[config.mk]
export PLATFORM = sky130hd
export DESIGN_NAME = lspc_timer_irq
export DESIGN_NICKNAME = d
export VERILOG_FILES = /design/src/rtl/lspc_timer_irq.sv
export SDC_FILE = /design/constraint.sdc
export NUM_CORES = 1
export LEC_CHECK = 0
export ABC_AREA = 1
export CAP_MARGIN = 40
export CORE_UTILIZATION = 57
export DETAILED_ROUTE_END_ITERATION = 8
export GPL_ROUTABILITY_DRIVEN = 0
export PLACE_DENSITY_LB_ADDON = 0.25
export SETUP_SLACK_MARGIN = 0.15
export SLEW_MARGIN = 20
export SYNTH_ARGS = -nofsm -noshare
export SYNTH_HDL_FRONTEND = slang
export SYNTH_SLANG_ARGS = --single-unit
[constraint.sdc]
create_clock -name CLK_24M -period 3.9 [get_ports CLK_24M]
set_clock_uncertainty 0.1 [all_clocks]
set_input_delay 0.78 -clock CLK_24M [delete_from_list [all_inputs] [get_ports CLK_24M]]
set_output_delay 0.78 -clock CLK_24M [all_outputs]
set_load 0.005 [all_outputs]
[src/rtl/lspc_timer_irq.sv]
// LSPC raster timers and 68k interrupt level encoder.
// Optional counter readback is compiled in with LSPC_TIMER_READBACK_EN.

module lspc_timer_ch #(
  parameter int TW = 32
) (
  input  logic          clk_i,
  input  logic          rst_i,
  input  logic          pix_i,
  input  logic          run_i,
  input  logic          vbl_i,
  input  logic          wr_mode_i,
  input  logic          wr_hi_i,
  input  logic          wr_lo_i,
  input  logic [15:0]   wdata_i,
  output logic [3:0]    ctrl_o,
  output logic [TW-1:0] load_o,
  output logic [15:0]   rb_o,
  output logic          fire_o,
  output logic          tzero_o
);
  logic [2:0]    mode_q, mode_d;
  logic          en_q, en_d, armed_q, armed_d;
  logic [TW-1:0] load_q, load_d, cnt_q, cnt_d;
  logic [31:0]   ld32;

  always_comb begin
    mode_d  = mode_q;
    en_d    = en_q;
    ld32    = 32'(load_q);
    fire_o  = 1'b0;
    cnt_d   = cnt_q;
    armed_d = armed_q;
    if (wr_mode_i) {en_d, mode_d} = wdata_i[3:0];
    if (wr_hi_i)   ld32[31:16] = wdata_i;
    if (wr_lo_i)   ld32[15:0]  = wdata_i;
    load_d = ld32[TW-1:0];
    // Write-load beats VBL reload beats expiry beats decrement.
    if (wr_lo_i && mode_q[0]) begin
      cnt_d   = load_d;
      armed_d = 1'b1;
    end else if (vbl_i && mode_q[1]) begin
      cnt_d   = load_q;
      armed_d = 1'b1;
    end else if (pix_i && run_i) begin
      if (cnt_q == '0) begin
        if (armed_q) begin
          fire_o = en_q;
          if (mode_q[2]) cnt_d   = load_q;
          else           armed_d = 1'b0;
        end
      end else begin
        cnt_d = cnt_q - {{(TW-1){1'b0}}, 1'b1};
      end
    end
  end

  always_ff @(posedge clk_i) begin
    if (rst_i) begin
      mode_q  <= '0;
      en_q    <= 1'b0;
      load_q  <= '0;
      cnt_q   <= '0;
      armed_q <= 1'b0;
    end else begin
      mode_q  <= mode_d;
      en_q    <= en_d;
      load_q  <= load_d;
      cnt_q   <= cnt_d;
      armed_q <= armed_d;
    end
  end

  assign ctrl_o  = {en_q, mode_q};
  assign load_o  = load_q;
  assign tzero_o = (cnt_q == '0);
`ifdef LSPC_TIMER_READBACK_EN
  assign rb_o = cnt_q[15:0];
`else
  assign rb_o = 16'h0000;
`endif
endmodule

module lspc_timer_irq #(
  parameter int NCH        = 2,
  parameter int TW         = 32,
  parameter int VIDEO_MODE = 1
) (
  input  logic           CLK_24M,
  input  logic           RESET,
  input  logic           PIX_EN,
  input  logic [8:0]     VCOUNT,
  input  logic           VBL_START,
  input  logic           REG_WE,
  input  logic [4:0]     REG_ADDR,
  input  logic [15:0]    REG_WDATA,
  output logic [15:0]    REG_RDATA,
  output logic [2:0]     IPL,
  output logic [NCH-1:0] TZERO
);
  localparam int PW = NCH + 2;

  logic [PW-1:0]             pend_q, pend_d, ack;
  logic [2:0]                ipl_q, ipl_d;
  logic                      stop_q, boot_q, border, run;
  logic [NCH-1:0]            wr_mode, wr_hi, wr_lo, fire;
  logic [NCH-1:0][3:0]       ctrl;
  logic [NCH-1:0][TW-1:0]    load;
  logic [NCH-1:0][15:0]      rb;
  logic [4:0]                off;
  logic [31:0]               lw;
  logic                      unused_vc;

  assign unused_vc = ^VCOUNT[3:0];
  assign border    = (VCOUNT[7:4] == 4'h0) || (VCOUNT[7:4] == 4'hF);
  assign run       = VCOUNT[8] & ~((VIDEO_MODE != 0) & stop_q & border);

  for (genvar c = 0; c < NCH; c++) begin : g_ch
    localparam logic [4:0] BASE = 5'(4 + 4*c);
    assign wr_mode[c] = REG_WE && (REG_ADDR == BASE);
    assign wr_hi[c]   = REG_WE && (REG_ADDR == BASE + 5'd1);
    assign wr_lo[c]   = REG_WE && (REG_ADDR == BASE + 5'd2);
    lspc_timer_ch #(.TW(TW)) u_ch (
      .clk_i(CLK_24M), .rst_i(RESET), .pix_i(PIX_EN), .run_i(run), .vbl_i(VBL_START),
      .wr_mode_i(wr_mode[c]), .wr_hi_i(wr_hi[c]), .wr_lo_i(wr_lo[c]), .wdata_i(REG_WDATA),
      .ctrl_o(ctrl[c]), .load_o(load[c]), .rb_o(rb[c]), .fire_o(fire[c]), .tzero_o(TZERO[c])
    );
  end

  // A set landing on the same bit as an ack wins.
  always_comb begin
    ack    = (REG_WE && REG_ADDR == 5'd0) ? REG_WDATA[PW-1:0] : '0;
    pend_d = (pend_q & ~ack) | {boot_q, fire, VBL_START};
    ipl_d  = 3'd0;
    for (int i = 0; i < PW; i++)
      if (pend_q[i]) ipl_d = 3'(i + 1);
  end

  always_ff @(posedge CLK_24M) begin
    if (RESET) begin
      pend_q <= '0;
      ipl_q  <= 3'd0;
      stop_q <= 1'b0;
      boot_q <= 1'b1;
    end else begin
      pend_q <= pend_d;
      ipl_q  <= ipl_d;
      boot_q <= 1'b0;
      if (REG_WE && REG_ADDR == 5'd1) stop_q <= REG_WDATA[0];
    end
  end

  assign IPL = ipl_q;

  always_comb begin
    REG_RDATA = 16'h0000;
    off       = REG_ADDR - 5'd4;
    lw        = 32'h0;
    if (REG_ADDR == 5'd0)      REG_RDATA = 16'(pend_q);
    else if (REG_ADDR == 5'd1) REG_RDATA = {15'h0, stop_q};
    else if (REG_ADDR >= 5'd4) begin
      for (int c = 0; c < NCH; c++) begin
        if (off[4:2] == 3'(c)) begin
          lw = 32'(load[c]);
          case (off[1:0])
            2'd0:    REG_RDATA = {12'h0, ctrl[c]};
            2'd1:    REG_RDATA = lw[31:16];
            2'd2:    REG_RDATA = lw[15:0];
            default: REG_RDATA = rb[c];
          endcase
        end
      end
    end
  end
endmodule
Word level (Yosys, flattened, before mapping)
Cells that the tools add are included.
{ "word_totals": {"output_inout_bits": 21, "wordCells": 120, "in_bits": 35, "register_bits": 147} }
{ "op_classes": {"addsub": 3, "reduce_logical": 29, "muxes": 51, "magnitude_cmp": 1, "eq_ne": 15, "n_bitwise": 6} }
{ "op_table": {"columns": ["op", "count"], "rows": [
  ["$mux W32", 12],
  ["$mux W16", 9],
  ["$pmux W16 S3", 2],
  ["$logic_not A32 Y1", 2],
  ["$sub A32 B1 Y32 const B", 2],
  ["$mux W1", 24],
  ["$ne A4 B4 Y1 const B", 4],
  ["$eq A5 B3 Y1 const B", 3],
  ["$eq A5 B4 Y1 const B", 3],
  ["$logic_and A1 B1 Y1", 13],
  ["$reduce_bool A3 Y1", 4],
  ["$mux W3", 2],
  ["$reduce_and A3 Y1", 2],
  ["$eq A5 B1 Y1 const B", 1],
  ["$ge A5 B3 Y1 const B", 1],
  ["$logic_not A5 Y1", 1],
  ["$sub A5 B3 Y5 const B", 1],
  ["$and A4 B4 Y4", 1],
  ["$eq A4 B4 Y1 const B", 1],
  ["$logic_not A4 Y1", 1],
  ["$mux W4", 1],
  ["$not A4 Y4", 1],
  ["$or A4 B4 Y4", 1],
  ["$reduce_and A2 Y1", 2],
  ["other kinds (10)", 11]
]} }

Depth between registers and ports, before layout
Gate-level depths: netlist (run 1).
{ "depth": {"ltp_word": 10, "ltp_mapped": 13, "ltp_nobuf": 13} }

Modules after synthesis
A second synthesis (run 1) with hierarchy kept.
{ "hier_totals": {"hier_cells": 1730, "hier_area_um2": 10557.6} }
{ "by_module_without_submodules": {"columns": ["mod", "area_per_inst_um2", "seq_area_each_um2", "cells_each", "instances"], "rows": [
  ["lspc_timer_ch (g_ch[1].u_ch)", 4576.9, 1381.3, 733, 1],
  ["lspc_timer_ch (g_ch[0].u_ch)", 4530.6, 1381.3, 731, 1],
  ["lspc_timer_irq", 1450.1, 180.2, 266, 1]
]} }

Worst setup path after synthesis (run 1)
OpenSTA, ideal clock, no wires.
{ "synth_path": {"path_kind": "in2out", "start": "input REG_ADDR[4]", "end": "output REG_RDATA[1]", "arrival_time_ns": 1.760, "slack_ns": 1.260, "cell_stages": 8, "path_buffers": 2, "required_time_ns": 3.020, "cell_sequence": "inv_1 nand2_1 nor2_2 buf_2 inv_1 clkbuf_1 a211oi_1 o22ai_1"} }
{ "synth_between": {"elab_chain_len": 7, "elab_cells_between_ends": 11, "classes_between": "add/sub: 1; order compare: 1; eq/ne: 2; mux: 5; reduce/logical: 2"} }
{ "synth_rtl": {"columns": ["element", "line_no", "source"], "rows": [
  ["start, declared", "95", "input logic [4:0] REG_ADDR,"],
  ["$sub A5 B3 Y5", "157", "off = REG_ADDR - 5'd4;"],
  ["$logic_not A3 Y1", "163", "if (off[4:2] == 3'(c)) begin"],
  ["$mux W16 (2 in series)", "163", null],
  ["$mux W16", "161", "else if (REG_ADDR >= 5'd4) begin"],
  ["$mux W16", "160", "else if (REG_ADDR == 5'd1) REG_RDATA = {15'h0, stop_q};"],
  ["$mux W16 (*)", "159", "if (REG_ADDR == 5'd0) REG_RDATA = 16'(pend_q);"],
  ["end, declared", "97", "output logic [15:0] REG_RDATA,"]
]} }
Every way passes the cells marked *; elsewhere a longest branch is shown, timed or not.

Worst setup path after layout (run 1)
{ "layout_path": {"start": "input REG_ADDR[1]", "end": "output REG_RDATA[15]"} }
{ "layout_between": {"elab_chain_len": 8, "elab_cells_between_ends": 16, "classes_between": "add/sub: 1; order compare: 1; eq/ne: 4; mux: 7; reduce/logical: 3"} }
{ "layout_rtl": {"columns": ["element", "line_no", "source"], "rows": [
  ["$sub A5 B3 Y5", "157", null],
  ["$eq A2 B2 Y1, or another cell as far along", "165", "case (off[1:0])"],
  ["$pmux W16 S3", "165", null],
  ["$mux W16 (2 in series)", "163", null],
  ["$mux W16", "161", null],
  ["$mux W16", "160", null],
  ["$mux W16 (*)", "159", null]
]} }
Marks and branches as above.

==> results of run 1 <==
## state kept, by name, summed over array words and instances, names as in the netlist
signal             cells
pend_q                 4
g_ch.u_ch.armed_q      2
g_ch.u_ch.en_q         2
g_ch.u_ch.load_o      64
stop_q                 1
IPL                    3
g_ch.u_ch.mode_q       6
boot_q                 1
g_ch.u_ch.cnt_q       64
## through the flow
stage	hold WS, ns	setup WS [ns]	cell area (um2)
floorplan	0.3032	1.260	9134
global placement	0.3058	0.1399	9737
detailed placement	0.3216	0.1223	9776
CTS	0.3352	0.2171	10410
global route	0.3772	0.1291	10470
finish	0.3276	0.2389	10470
## how the worst max path moves through the flow
stage	slack (ns)	end	start	cells past startpoint
finish	0.24	REG_RDATA[15]	REG_ADDR[1]	9
CTS	0.22	REG_RDATA[3]	REG_ADDR[3]	7
detailed placement	0.12	REG_RDATA[8]	REG_ADDR[1]	8
global placement	0.14	REG_RDATA[8]	REG_ADDR[1]	8
floorplan	1.26	REG_RDATA[1]	REG_ADDR[4]	8
global route	0.13	REG_RDATA[5]	REG_ADDR[1]	9
## cell usage in the layout, fill, tap and decap left out, types with 8 or more instances in the layout
| master | n |
|---|---|
| a21oi_1 | 170 |
| xnor2_1 | 12 |
| clkbuf_16 | 17 |
| o211ai_1 | 22 |
| buf_4 | 26 |
| dfxtp_1 | 147 |
| o21ai_0 | 113 |
| xor2_1 | 19 |
| clkdlybuf4s50_1 | 50 |
| inv_1 | 171 |
| nand2_1 | 334 |
| nor2_2 | 9 |
| nor3_1 | 8 |
| nor2_1 | 231 |
| nand4_1 | 12 |
| o22ai_1 | 14 |
| nand3_1 | 93 |
## critical path: cells and delay by family
family / cells / cell delay (ns)
buffers and inverters: 4 / 1.36
AO/OA/AOI/OAI: 3 / 0.38
AND/OR/NAND/NOR: 2 / 0.26
## power breakdown
group | switching, uW | total, uW | internal [uW] | leakage (uW)
combinational | 788 | 1230 | 439 | 0.00315
clock | 646 | 1720 | 1070 | 0.000303
sequential | 77.4 | 1650 | 1570 | 0.00119
## per-layer routing
layer | global-route usage [%] | up-vias | part of all wire (%)
met4 | 15.22 | 0 | 3.7
met2 | 57.68 | 479 | 47
met1 | 44.97 | 4535 | 41
met5 | 0 | - | 0
li1 | - | 4904 | -
met3 | 7.568 | 84 | 8.4
## cell type report
cell class / count / area [um2]
clock buffer: 23 / 488.0
clock inverter: 9 / 126.4
fill: 1422 / 4960
inverter: 180 / 679.4
multi-input combinational: 1093 / 5196
sequential: 147 / 2943
tap: 211 / 264.0
timing repair buffer: 81 / 770.7
## kinds of logic after synthesis
| group | count (synthesis) | synth area share [%] |
|---|---|---|
| AND/OR/NAND/NOR | 701 | 31.67 |
| adder cells (fa/ha/maj) | 4 | 0.5480 |
| XOR/XNOR | 31 | 2.973 |
| flip-flops | 147 | 32.22 |
| buffers and inverters | 250 | 11.03 |
| AO/OA/AOI/OAI | 357 | 21.56 |
## repair_timing
item                                   4_1_cts  5_1_grt
setup endpoints to repair                    1       11
pin swaps                                    0        2
buffers inserted                             2        3
gates resized for setup                      2        3
endpoints found under the hold margin        0        0
==> impl_metrics.csv, run 1 <==
group,metric,value,unit
outcome,status,"complete, no violations",
timing,rsz0062_at_grt,"yes",
worst_setup_path,worstSetupStartpointType,"input pin",
clock_network,numCtsBuffers,17,
place,dp_cells,1706,
global_routing,grt_usage,35.31,%
worst_setup_path,reg2reg_from,"g_ch[1].u_ch.cnt_q[0]$_SDFFE_PP0P_",
place,placement.io_buffers,51,
synthesis,synth_warnings,0,
routing,wl_per_cell,16.33,um
worst_setup_path,r2r-end,"g_ch[1].u_ch.cnt_q[12]$_SDFFE_PP0P_",
run,drv_cap,0,
worst_setup_path,cp_max_fo,12,
routing,dr.pass1.iters,6,
finish,layout-drive-gt1-share,5.871,%
floorplan,start_util,59.21,%
floorplan,dieWidth,128.6,um
synthesis,synth.area.top_cells,"dfxtp_1 32%, nand2_1 14%, nor2_1 9.5%, a21oi_1 9.3%, inv_1 7.1%",
routing,initialDrtViolationCount,1099,
synthesis,yosysTopAreaCell,"dfxtp_1",
power_and_ir_drop,finalPower,4594,uW
global_routing,grt_pass1_wl,45.56,mm
timing,finalSetupTns,0,ns
hold_path,hold_class,"flop to flop",
worst_setup_path,critPathCaptureType,"primary output",
timing,fin_crit_sh,93.87,%
clock_network,hold_buffers,0,
routing,drc,0,
finish,area_delta_synth_final,14.60,%
clock_network,clockRootBuffer,"clkbuf_16",
clock_network,cts_tree,"yes",
worst_setup_path,crit_chain,"clkdlybuf4s50_1 -> inv_1 -> nor2_4 -> buf_4 -> nand2_1 -> o21ai_0 -> a21oi_1 -> a21oi_1 -> clkdlybuf4s50_1",
routing,drt_wl_total,28.48,mm
synthesis,yosysSeqAreaShare,32.22,%
floorplan,io-pin-count,56,
timing,drv_slew,0,
synthesis,synth_top_area_share,32.22,%
global_routing,overflow,0,
global_routing,first_global_vias,9037,
synthesis,synth_common_cells,"335 x nand2_1, 231 x nor2_1, 173 x inv_1",
synthesis,synthesis.area,9134,um2
synthesis,ys_async_sr_fraction,0,%
finish,num-nets-final,1559,
routing,vias,10000,
clock_network,cts_max_level,4,
floorplan,die_y,128.6,um
timing,relSlewSlack,45.38,%
synthesis,synth_cell_type_count,41,
synthesis,synth_seq_cells,147,
synthesis,synth_ff_type,"dfxtp_1",
hold_path,hold_path_end,"pend_q[3]$_SDFF_PP0_",
global_routing,grt_max_degree,65,
floorplan,core,15430,um2
floorplan,dieArea,16530,um2
synthesis,synth.most_common_cell,"nand2_1",
hold_path,holdPathStages,2,
worst_setup_path,r2r_cells,12,
clock_network,insertion_delay,0.43,ns
timing,finalHoldViolCount,0,
hold_path,worstHoldStart,"boot_q$_DFF_P_",
synthesis,syn_inst,1490,
routing,viasPerCell,5.735,
power_and_ir_drop,power.leakage,0.004645,uW
worst_setup_path,crit_slowest_cell,"clkdlybuf4s50_1",
worst_setup_path,required,3.02,ns
power_and_ir_drop,ir_worst_vdd,0.3400,mV
worst_setup_path,r2r_slack,1.40,ns
synthesis,synth-edff-count,0,
worst_setup_path,critPathKind,"input pin to primary output",
worst_setup_path,slowest_delay,0.56,ns
global_routing,antenna_found_initial,0,
clock_network,clk_pin_slew,0.06,ns
place,place_hpwl,20.43,mm
floorplan,rows,45,
clock_network,cts_num_sinks,147,
timing,setup_violations,0,
finish,post-route-util,67.85,%
timing,clock.fmax,273.1,MHz
finish,antenna_cells,0,
synthesis,syn-num-nets,1529,
timing,period_needed,3.661,ns
timing,worstMarginPinSlew,0.8185,ns
finish,finalNonFillerCells,1744,
worst_setup_path,worstPathArrival,2.78,ns
routing,detail-route-antenna-nets,0,
clock_network,cts.path.max_buffers,2,
synthesis,avgSynthCellArea,6.130,um2
power_and_ir_drop,pwr_density_cell,438.8,nW/um2
Note: power is estimated with default switching activity, not from simulation.
==> run 2, diff against run 1 <==
--- a/config.mk
+++ b/config.mk
@@ -16,3 +16,4 @@
 export SYNTH_ARGS = -nofsm -noshare
 export SYNTH_HDL_FRONTEND = slang
 export SYNTH_SLANG_ARGS = --single-unit
+export TNS_END_PERCENT = 100
==> results of run 2 <==
No change in the layout: final DEF, timing and power equal those of run 1.
==> run 3, diff against run 2 <==
--- a/config.mk
+++ b/config.mk
@@ -6,12 +6,13 @@
 export NUM_CORES = 1
 export LEC_CHECK = 0
 export ABC_AREA = 1
-export CAP_MARGIN = 40
 export CORE_UTILIZATION = 57
+export CTS_CLUSTER_SIZE = 14
 export DETAILED_ROUTE_END_ITERATION = 8
 export GPL_ROUTABILITY_DRIVEN = 0
 export PLACE_DENSITY_LB_ADDON = 0.25
 export SETUP_SLACK_MARGIN = 0.15
+export SKIP_LAST_GASP = 1
 export SLEW_MARGIN = 20
 export SYNTH_ARGS = -nofsm -noshare
 export SYNTH_HDL_FRONTEND = slang
==> run 3 against run 2 <==
Critical path type unchanged. Sequential share of layout area grew 0.32 points. Highest routed layer unchanged. Flip-flop and latch count stayed put. Maximum frequency is 1.1% lower. Global-route usage decreased by 0.68 points. Critical path depth down 1. Non-clock buffer count fell by 5. Design area down 1.1%. Sequential power hardly changed. Routed wire length decreased by 1.4%. Clock power decreased by 9%. Setup slack worse by 0.041 ns. Core utilization is 0.76 points lower. Critical endpoint is now REG_RDATA[8].
==> impl_metrics.csv, run 3 (same netlist as run 1, synthesis figures left out) <==
group,metric,value,unit
outcome,status,"complete, no violations",
clock_network,numCtsBuffers,17,
timing,fin_crit_sh,94.93,%
timing,drv_slew,0,
finish,layout-drive-gt1-share,5.242,%
floorplan,start_util,59.21,%
timing,postLayoutSetupSlackWorst,0.1979,ns
floorplan,core,15430,um2
clock_network,clockRootBuffer,"clkbuf_16",
routing,wl_met3,2.495,mm
routing,dr.pass1.iters,7,
worst_setup_path,cp_max_fo,17,
worst_setup_path,critPathCaptureType,"primary output",
routing,detail-route-antenna-nets,0,
routing,viasPerCell,5.734,
hold_path,hold_class,"flop to flop",
worst_setup_path,worstSetupStartpointType,"input pin",
routing,wl_met1,11.54,mm
floorplan,dieWidth,128.6,um
timing,finalHoldViolCount,0,
routing,drt_wl_total,28.09,mm
floorplan,rows,45,
floorplan,io-pin-count,56,
timing,period_needed,3.702,ns
global_routing,grt_usage,34.63,%
clock_network,cts_max_level,4,
timing,clock.fmax,270.1,MHz
finish,fill_cells,1417,
timing,relSlewSlack,29.86,%
worst_setup_path,critPathKind,"input pin to primary output",
global_routing,grt_max_degree,94,
finish,num-nets-final,1554,
place,place_hpwl,20.22,mm
routing,drc,0,
power_and_ir_drop,power.leakage,0.004580,uW
place,placed_area,9737,um2
finish,area_delta_synth_final,13.31,%
global_routing,first_global_vias,8818,
place,place_ws,0.1430,ns
power_and_ir_drop,finalPower,4433,uW
global_routing,overflow,0,
clock_network,cts_num_sinks,147,
floorplan,dieArea,16530,um2
floorplan,die_y,128.6,um
routing,vias,9960,
timing,setup_violations,0,
power_and_ir_drop,pwr_density_cell,428.3,nW/um2
clock_network,insertion_delay,0.43,ns
finish,final_cell_mix,"335 x nand2_1, 231 x nor2_1, 171 x inv_1",
clock_network,cts_tree,"yes",
routing,wl_met2,12.99,mm
global_routing,grt_pass1_wl,44.57,mm
clock_network,cts.path.max_buffers,2,
routing,top_layer,"met4",
timing,worstMarginPinSlew,1.052,ns
finish,postLayoutCellArea,10350,um2
clock_network,clk_pin_slew,0.06,ns
finish,final_common_cell,"nand2_1",
power_and_ir_drop,ir_worst_vdd,0.3084,mV
place,placement.io_buffers,51,
run,drv_cap,0,
timing,rsz0062_at_grt,"yes",
global_routing,antenna_found_initial,0,
worst_setup_path,required,3.02,ns
routing,wl_per_cell,16.17,um
finish,antenna_cells,0,
routing,initialDrtViolationCount,1152,
timing,finalSetupTns,0,ns
worst_setup_path,worstPathArrival,2.82,ns
timing,holdWs,0.3271,ns
-- run 3: area by class of cell --
cell class | count | area [um2] | share of cell area (%)
inverter | 180 | 679.4 | 6.564
clock inverter | 4 | 47.55 | 0.4594
tap | 211 | 264.0 | 2.551
multi-input combinational | 1093 | 5201 | 50.25
sequential | 147 | 2943 | 28.43
clock buffer | 26 | 509.2 | 4.920
timing repair buffer | 76 | 705.7 | 6.818
-- run 3: what timing repair did --
action	4_1_cts	5_1_grt
gates resized for setup	1	3
hold buffers	0	0
pin swaps	0	1
buffers inserted	2	1
setup endpoints to repair	1	16
-- run 3: worst max-delay path: stages --
cell and delay (ns):
clkdlybuf4s50_1 0.43, inv_1 0.14, nand2_1 0.18, buf_4 0.25
o22ai_1 0.16, a21oi_1 0.08, nor2_1 0.25, clkdlybuf4s50_1 0.56
-- run 3: report_power, final --
group	leakage [uW]	total [uW]	internal, uW	switching, uW
logic	0.00311	1210	431	783
clock network	0.000272	1570	953	616
registers	0.00119	1650	1570	76.3
-- run 3: path summary, 6_finish.rpt --
| kind | start | end | slack, ns | depth (start not counted) |
|---|---|---|---|---|
| worst min register to register | boot_q$_DFF_P_ | pend_q[3]$_SDFF_PP0_ | 0.33 | 2 |
| worst min-delay path | boot_q$_DFF_P_ | pend_q[3]$_SDFF_PP0_ | 0.33 | 2 |
| worst max register to register | g_ch[1].u_ch.cnt_q[0]$_SDFFE_PP0P_ | g_ch[1].u_ch.cnt_q[5]$_SDFFE_PP0P_ | 1.07 | 12 |
| worst max-delay path | REG_ADDR[1] | REG_RDATA[8] | 0.20 | 8 |
-- run 3: per-stage QoR --
stage | utilization (%) | instances
CTS | 66.85 | 1736
finish | 67.09 | 1737
detailed placement | 63.11 | 1704
global placement | 63.11 | 1704
global route | 67.09 | 1737
floorplan | - | 1490
-- run 3: layer usage --
metal / vias up / track usage [%]
li1: 4886 / -
met1: 4513 / 44.78
met2: 477 / 55.52
met3: 84 / 7.692
met4: 0 / 14.95
met5: - / 0
==> edit 1: new RTL, settings of run 1 <==
Change the parameter `NCH` from 2 to 1.
--- a/src/rtl/lspc_timer_irq.sv
+++ b/src/rtl/lspc_timer_irq.sv
@@ -82,7 +82,7 @@
 endmodule
 
 module lspc_timer_irq #(
-  parameter int NCH        = 2,
+  parameter int NCH        = 1,
   parameter int TW         = 32,
   parameter int VIDEO_MODE = 1
 ) (
Ports: changed (resized TZERO); port bits go from 56 to 55. No check against the original RTL was run, so the function may have changed too.
==> edit 1 against run 1 <==
Total power is 18% higher. Count of clock-buffer cells in the layout is 12 lower. Area after synthesis is 47% lower. Highest routed layer unchanged. Fmax up 1.3%. Final area is 47% lower. Global-route usage shrank 1.5 points. Setup slack gained 47 ps. Critical endpoint is now REG_RDATA[5]. Sequential cell count shrank 71. Wire length fell by 50%.
==> edit 1: results (changes against run 1) <==
| Metric | Value |
|---|---|
| Placed inst area | 5300 um^2 (-46%) |
| Nets@finish | 870 (-44%) |
| GRT Resource Usage Total | 0.338 (-0.0151) |
| Vias in the first global route | 4764 (-47%) |
| N_diodes | 0 (unchanged) |
| Clk. pwr | 0.000537 W (-69%) |
| Hold path depth | 2 (unchanged) |
| Post-synth net total | 836 (-45%) |
| Seq. pwr | 0.00111 W (-33%) |
| Filler Cell Count | 744 (-48%) |
| Synth warn | 0 (unchanged) |
| Worst Path Max Fanout | 15 (+3) |
| Post-cts repair resize count | 0 (-2) |
| Dpl hpwl | 9970 um (-51%) |
| H-tree depth | 3 (-1) |
| HP Class | reg -> reg |
| Seq/Total Area, Yosys | 0.316 (-0.00618) |
| Share of cells above drive strength 1 | 0.0550 (-0.00368) |
| Clock Pin Slew Worst Setup and Hold Paths | 80 ps (+20 ps) |
| Antenna violations before repair | 0 (unchanged) |
| Mapped Cells | 799 (-46%) |
| Slew @ Worst Pin | 802 ps (-16.6 ps) |
| CTS buffer count | 9 (-8) |
| Largest net degree at the start of global routing | 50 (-23%) |
| Detailed Route Iter0 Violations | 616 (-44%) |
| Placed Instances | 925 (-46%) |
| Distinct cell type count after synthesis | 35 (-15%) |
| Postcts setup bufs | 0 (-2) |
| First-pass GRT wire length | 23100 um (-49%) |
| Run status | finished clean |
| Lkg Pwr | 2.43 nW (-48%) |
| Total number of vias | 5362 (-46%) |
| Synth top cells by count | nand2_1, nor2_1, a21oi_1, inv_1, dfxtp_1 |
| Cell depth of the worst flop-to-flop path | 11 (-1) |
| Skew-Pair Late Insertion Delay | 360 ps (-70 ps) |
| Combinational power | 0.00377 W (+210%) |
| Final WL | 14200 um (-50%) |
| CTS max path bufs | 2 (unchanged) |
| Top post-synthesis cells by area | dfxtp_1, nand2_1, a21oi_1, nor2_1, inv_1 |
| CTS Root Cell | clkbuf_8 |
| IR Drop Worst-Case VDD | 0.000660 V (+94%) |
| DR WL/cell | 15.1 um (-7.8%) |
| CP arrival | 2730 ps (-50 ps) |
| Ys async rst share | 0 (unchanged) |
| Internal power | 0.00247 W (-20%) |
| Buffers on Ports | 49 (-3.9%) |
| Post-place setup slack | 314 ps (+192 ps) |
| DRT Pass-1 Iters | 5 (-1) |
-- edit 1: cell types whose count changed in the layout (fill, tap and decap cells not counted), moves of 36 or more --
cell            run 1  this run
nand3_1            93        57
nand2_1           334       221
nor2_1            231       120
o21ai_0           113        38
inv_1             171        86
a21oi_1           170        90
dfxtp_1           147        76
-- edit 1: cell families after synthesis --
group	synth area share
adder cells (fa/ha/maj)	0.00520
buffers and inverters	0.108
XOR/XNOR	0.0146
AO/OA/AOI/OAI	0.181
flip-flops	0.316
other	0.000779
AND/OR/NAND/NOR	0.375
-- edit 1: cell type report --
class | instances | area, um^2 | area share
Clock buffer | 11 | 141 | 0.0257
Clock inverter | 3 | 15.0 | 0.00273
Multi-Input combinational cell | 600 | 2770 | 0.504
Sequential cell | 76 | 1520 | 0.277
Inverter | 88 | 330 | 0.0601
Tap cell | 105 | 131 | 0.0239
Timing Repair Buffer | 58 | 586 | 0.106
-- edit 1: worst max-delay path, cell delays in order --
cell and delay, ps:
clkdlybuf4s50_1 510, nor3b_1 300, inv_1 330, a21oi_1 260, clkdlybuf4s50_1 550
-- edit 1: final timing paths --
kind         slack (ps)                      to                    from
max                 290            REG_RDATA[5]             REG_ADDR[2]
min                 350               pend_q[2]                  boot_q
max reg2reg        1340  g_ch[0].u_ch.cnt_q[24]  g_ch[0].u_ch.cnt_q[22]
min reg2reg         350               pend_q[2]                  boot_q
-- edit 1: metal layers --
layer  share of wire  vias to the layer above  GRT usage
met1            0.43                     2412      0.480
met2            0.44                      315      0.513
met4           0.023                        0      0.131
met5               0                        -          0
met3            0.11                       24     0.0494
li1                -                     2611          -
==> edit 2: new RTL, settings of run 1 <==
Without the edit above. Put a register stage on the output `REG_RDATA`, with the module's reset. The value now appears one clock later. The other outputs are not delayed to match.
--- a/src/rtl/lspc_timer_irq.sv
+++ b/src/rtl/lspc_timer_irq.sv
@@ -100,6 +100,8 @@
 );
   localparam int PW = NCH + 2;
 
+  logic [15:0] REG_RDATA_d;
+
   logic [PW-1:0]             pend_q, pend_d, ack;
   logic [2:0]                ipl_q, ipl_d;
   logic                      stop_q, boot_q, border, run;
@@ -153,23 +155,31 @@
   assign IPL = ipl_q;
 
   always_comb begin
-    REG_RDATA = 16'h0000;
+    REG_RDATA_d = 16'h0000;
     off       = REG_ADDR - 5'd4;
     lw        = 32'h0;
-    if (REG_ADDR == 5'd0)      REG_RDATA = 16'(pend_q);
-    else if (REG_ADDR == 5'd1) REG_RDATA = {15'h0, stop_q};
+    if (REG_ADDR == 5'd0)      REG_RDATA_d = 16'(pend_q);
+    else if (REG_ADDR == 5'd1) REG_RDATA_d = {15'h0, stop_q};
     else if (REG_ADDR >= 5'd4) begin
       for (int c = 0; c < NCH; c++) begin
         if (off[4:2] == 3'(c)) begin
           lw = 32'(load[c]);
           case (off[1:0])
-            2'd0:    REG_RDATA = {12'h0, ctrl[c]};
-            2'd1:    REG_RDATA = lw[31:16];
-            2'd2:    REG_RDATA = lw[15:0];
-            default: REG_RDATA = rb[c];
+            2'd0:    REG_RDATA_d = {12'h0, ctrl[c]};
+            2'd1:    REG_RDATA_d = lw[31:16];
+            2'd2:    REG_RDATA_d = lw[15:0];
+            default: REG_RDATA_d = rb[c];
           endcase
         end
       end
     end
   end
+  always_ff @(posedge CLK_24M) begin
+    if (RESET) begin
+      REG_RDATA <= '0;
+    end else begin
+      REG_RDATA <= REG_RDATA_d;
+    end
+  end
+
 endmodule
Check against the original RTL: not equivalent (a bounded check fails within 4 cycles, from zero or initial values and one cycle with RESET high).
==> edit 2 against run 1 <==
Via count is 0.78% higher. Non-clock buffer count fell by 10. Setup slack gained 250 ps. Total power shrank 3.7%. Sequential cell count increased by 16. Final area rose by 2.8%. Wire length grew 0.21%. Combinational power fell by 24%. Die area up 5.2%. Area after synthesis rose by 5.3%. Critical path depth decreased by 3. Critical path type is now reg -> out.
==> edit 2: results (changes against run 1) <==
| Metric | Value |
|---|---|
| Run status | finished clean |
| Met3 track demand over resource | 0.0750 (-0.000705) |
| Register area | 3260 um^2 (+11%) |
| Vias per cell | 5.69 (-0.87%) |
| Biggest cell delay along the critical path | 640 ps (+80 ps) |
| Ys async rst share | 0 (unchanged) |
| CP arrival | 2530 ps (-250 ps) |
| Post-synth net total | 1561 (+2.1%) |
| Clock Pin Slew Worst Setup and Hold Paths | 60 ps (about the same) |
| CTS max path bufs | 2 (unchanged) |
| Synth top cells by count | nand2_1, nor2_1, inv_1, dfxtp_1, a21oi_1 |
| Largest net degree at the start of global routing | 68 (+4.6%) |
| Met1 Use GR | 0.431 (-0.0183) |
| Hold wc startpoint | boot_q |
| DR WL/cell | 16.1 um (-1.4%) |
| Post-cts repair resize count | 0 (-2) |
| Reg-to-reg endpoint | g_ch[0].u_ch.cnt_q[11] |
| Inverters | 182 (+1.1%) |
| GRT Resource Usage Total | 0.331 (-0.0216) |
| Worst Path Max Fanout | 4 (-8) |
| Seq/Total Area, Yosys | 0.339 (+0.0172) |
| Buffers on Ports | 51 (unchanged) |
| Share of cells above drive strength 1 | 0.0683 (+0.00955) |
| Met2 Use GR | 0.537 (-0.0400) |
| Area of the multi-input gates | 5300 um^2 (+1.9%) |
| Cell family with most CP delay | simple AND/OR/NAND/NOR gates |
| WL met3 | 2370 um (-1.5%) |
| CTS buffer count | 17 (unchanged) |
| Worst slew margin | 0.451 (-0.00246) |
| Non-clock buffering overhead | 0.0609 (-0.0127) |
| Met2 Wirelength | 13200 um (-0.77%) |
| Lkg Pwr | 4.80 nW (+3.3%) |
| Multi-Input Combinational | 1105 (+1.1%) |
| Clock Network Area Fraction | 0.0549 (-0.00382) |
| Routed length on met1 | 12200 um (+4.3%) |
| Nonclk buf count | 71 (-12%) |
| N_diodes | 0 (unchanged) |
| Detailed Route Iter0 Violations | 1107 (+0.73%) |
| Skew-Pair Late Insertion Delay | 430 ps (about the same) |
| Cell depth of the worst flop-to-flop path | 12 (unchanged) |
| Synth warn | 0 (unchanged) |
| Vias in the first global route | 9187 (+1.7%) |
| Hold path endpoint | pend_q[3] |
| Critical Path Source | g_ch[0].u_ch.cnt_q[24] |
| IR Drop Worst-Case VDD | 0.000334 V (-1.8%) |
| Hold path depth | 2 (unchanged) |
| Most common flop cell mapped by yosys | dfxtp_1 |
| Setup slack, reg-to-reg | 1340 ps (-60 ps) |
| Dpl hpwl | 20200 um (-1.0%) |
| DRT Pass-1 Iters | 7 (+1) |
| Top post-synthesis cells by area | dfxtp_1, nand2_1, nor2_1, a21oi_1, o21ai_0 |
| Synth Register Bits | 163 (+11%) |
| Setup crit end | TZERO[0] |
| First-pass GRT wire length | 46000 um (+0.92%) |
| RR Startpoint | g_ch[0].u_ch.cnt_q[0] |
| Filler Cell Count | 1544 (+8.6%) |
| Critical-path top delay cell | clkdlybuf4s50_1 |
| Distinct cell type count after synthesis | 42 (+2.4%) |
| Postcts setup bufs | 0 (-2) |
| Clock buffers | 23 (unchanged) |
[edit 2: through the flow]
stage / worst slack, ps / instances / hold WS [ps] / area (um^2)
finish: 488 / 1773 / 328 / 10800
global route: 463 / 1773 / 368 / 10800
CTS: 533 / 1773 / 330 / 10800
global placement: 665 / 1741 / 312 / 10200
detailed placement: 650 / 1741 / 315 / 10200
floorplan: 1790 / 1522 / 303 / 9610
[edit 2: power by group]
| group | switching [W] | internal, W |
|---|---|---|
| registers | 0.0000716 | 0.00173 |
| logic | 0.000611 | 0.000325 |
| clock network | 0.000680 | 0.00101 |
| total | 0.00136 | 0.00306 |
[edit 2: cells by family after synthesis]
kind of cell             after synthesis  share of synthesized area
buffers and inverters                254                      0.110
flip-flops                           163                      0.339
XOR/XNOR                              29                     0.0264
adder cells (fa/ha/maj)                4                    0.00521
AO/OA/AOI/OAI                        374                      0.209
AND/OR/NAND/NOR                      698                      0.311
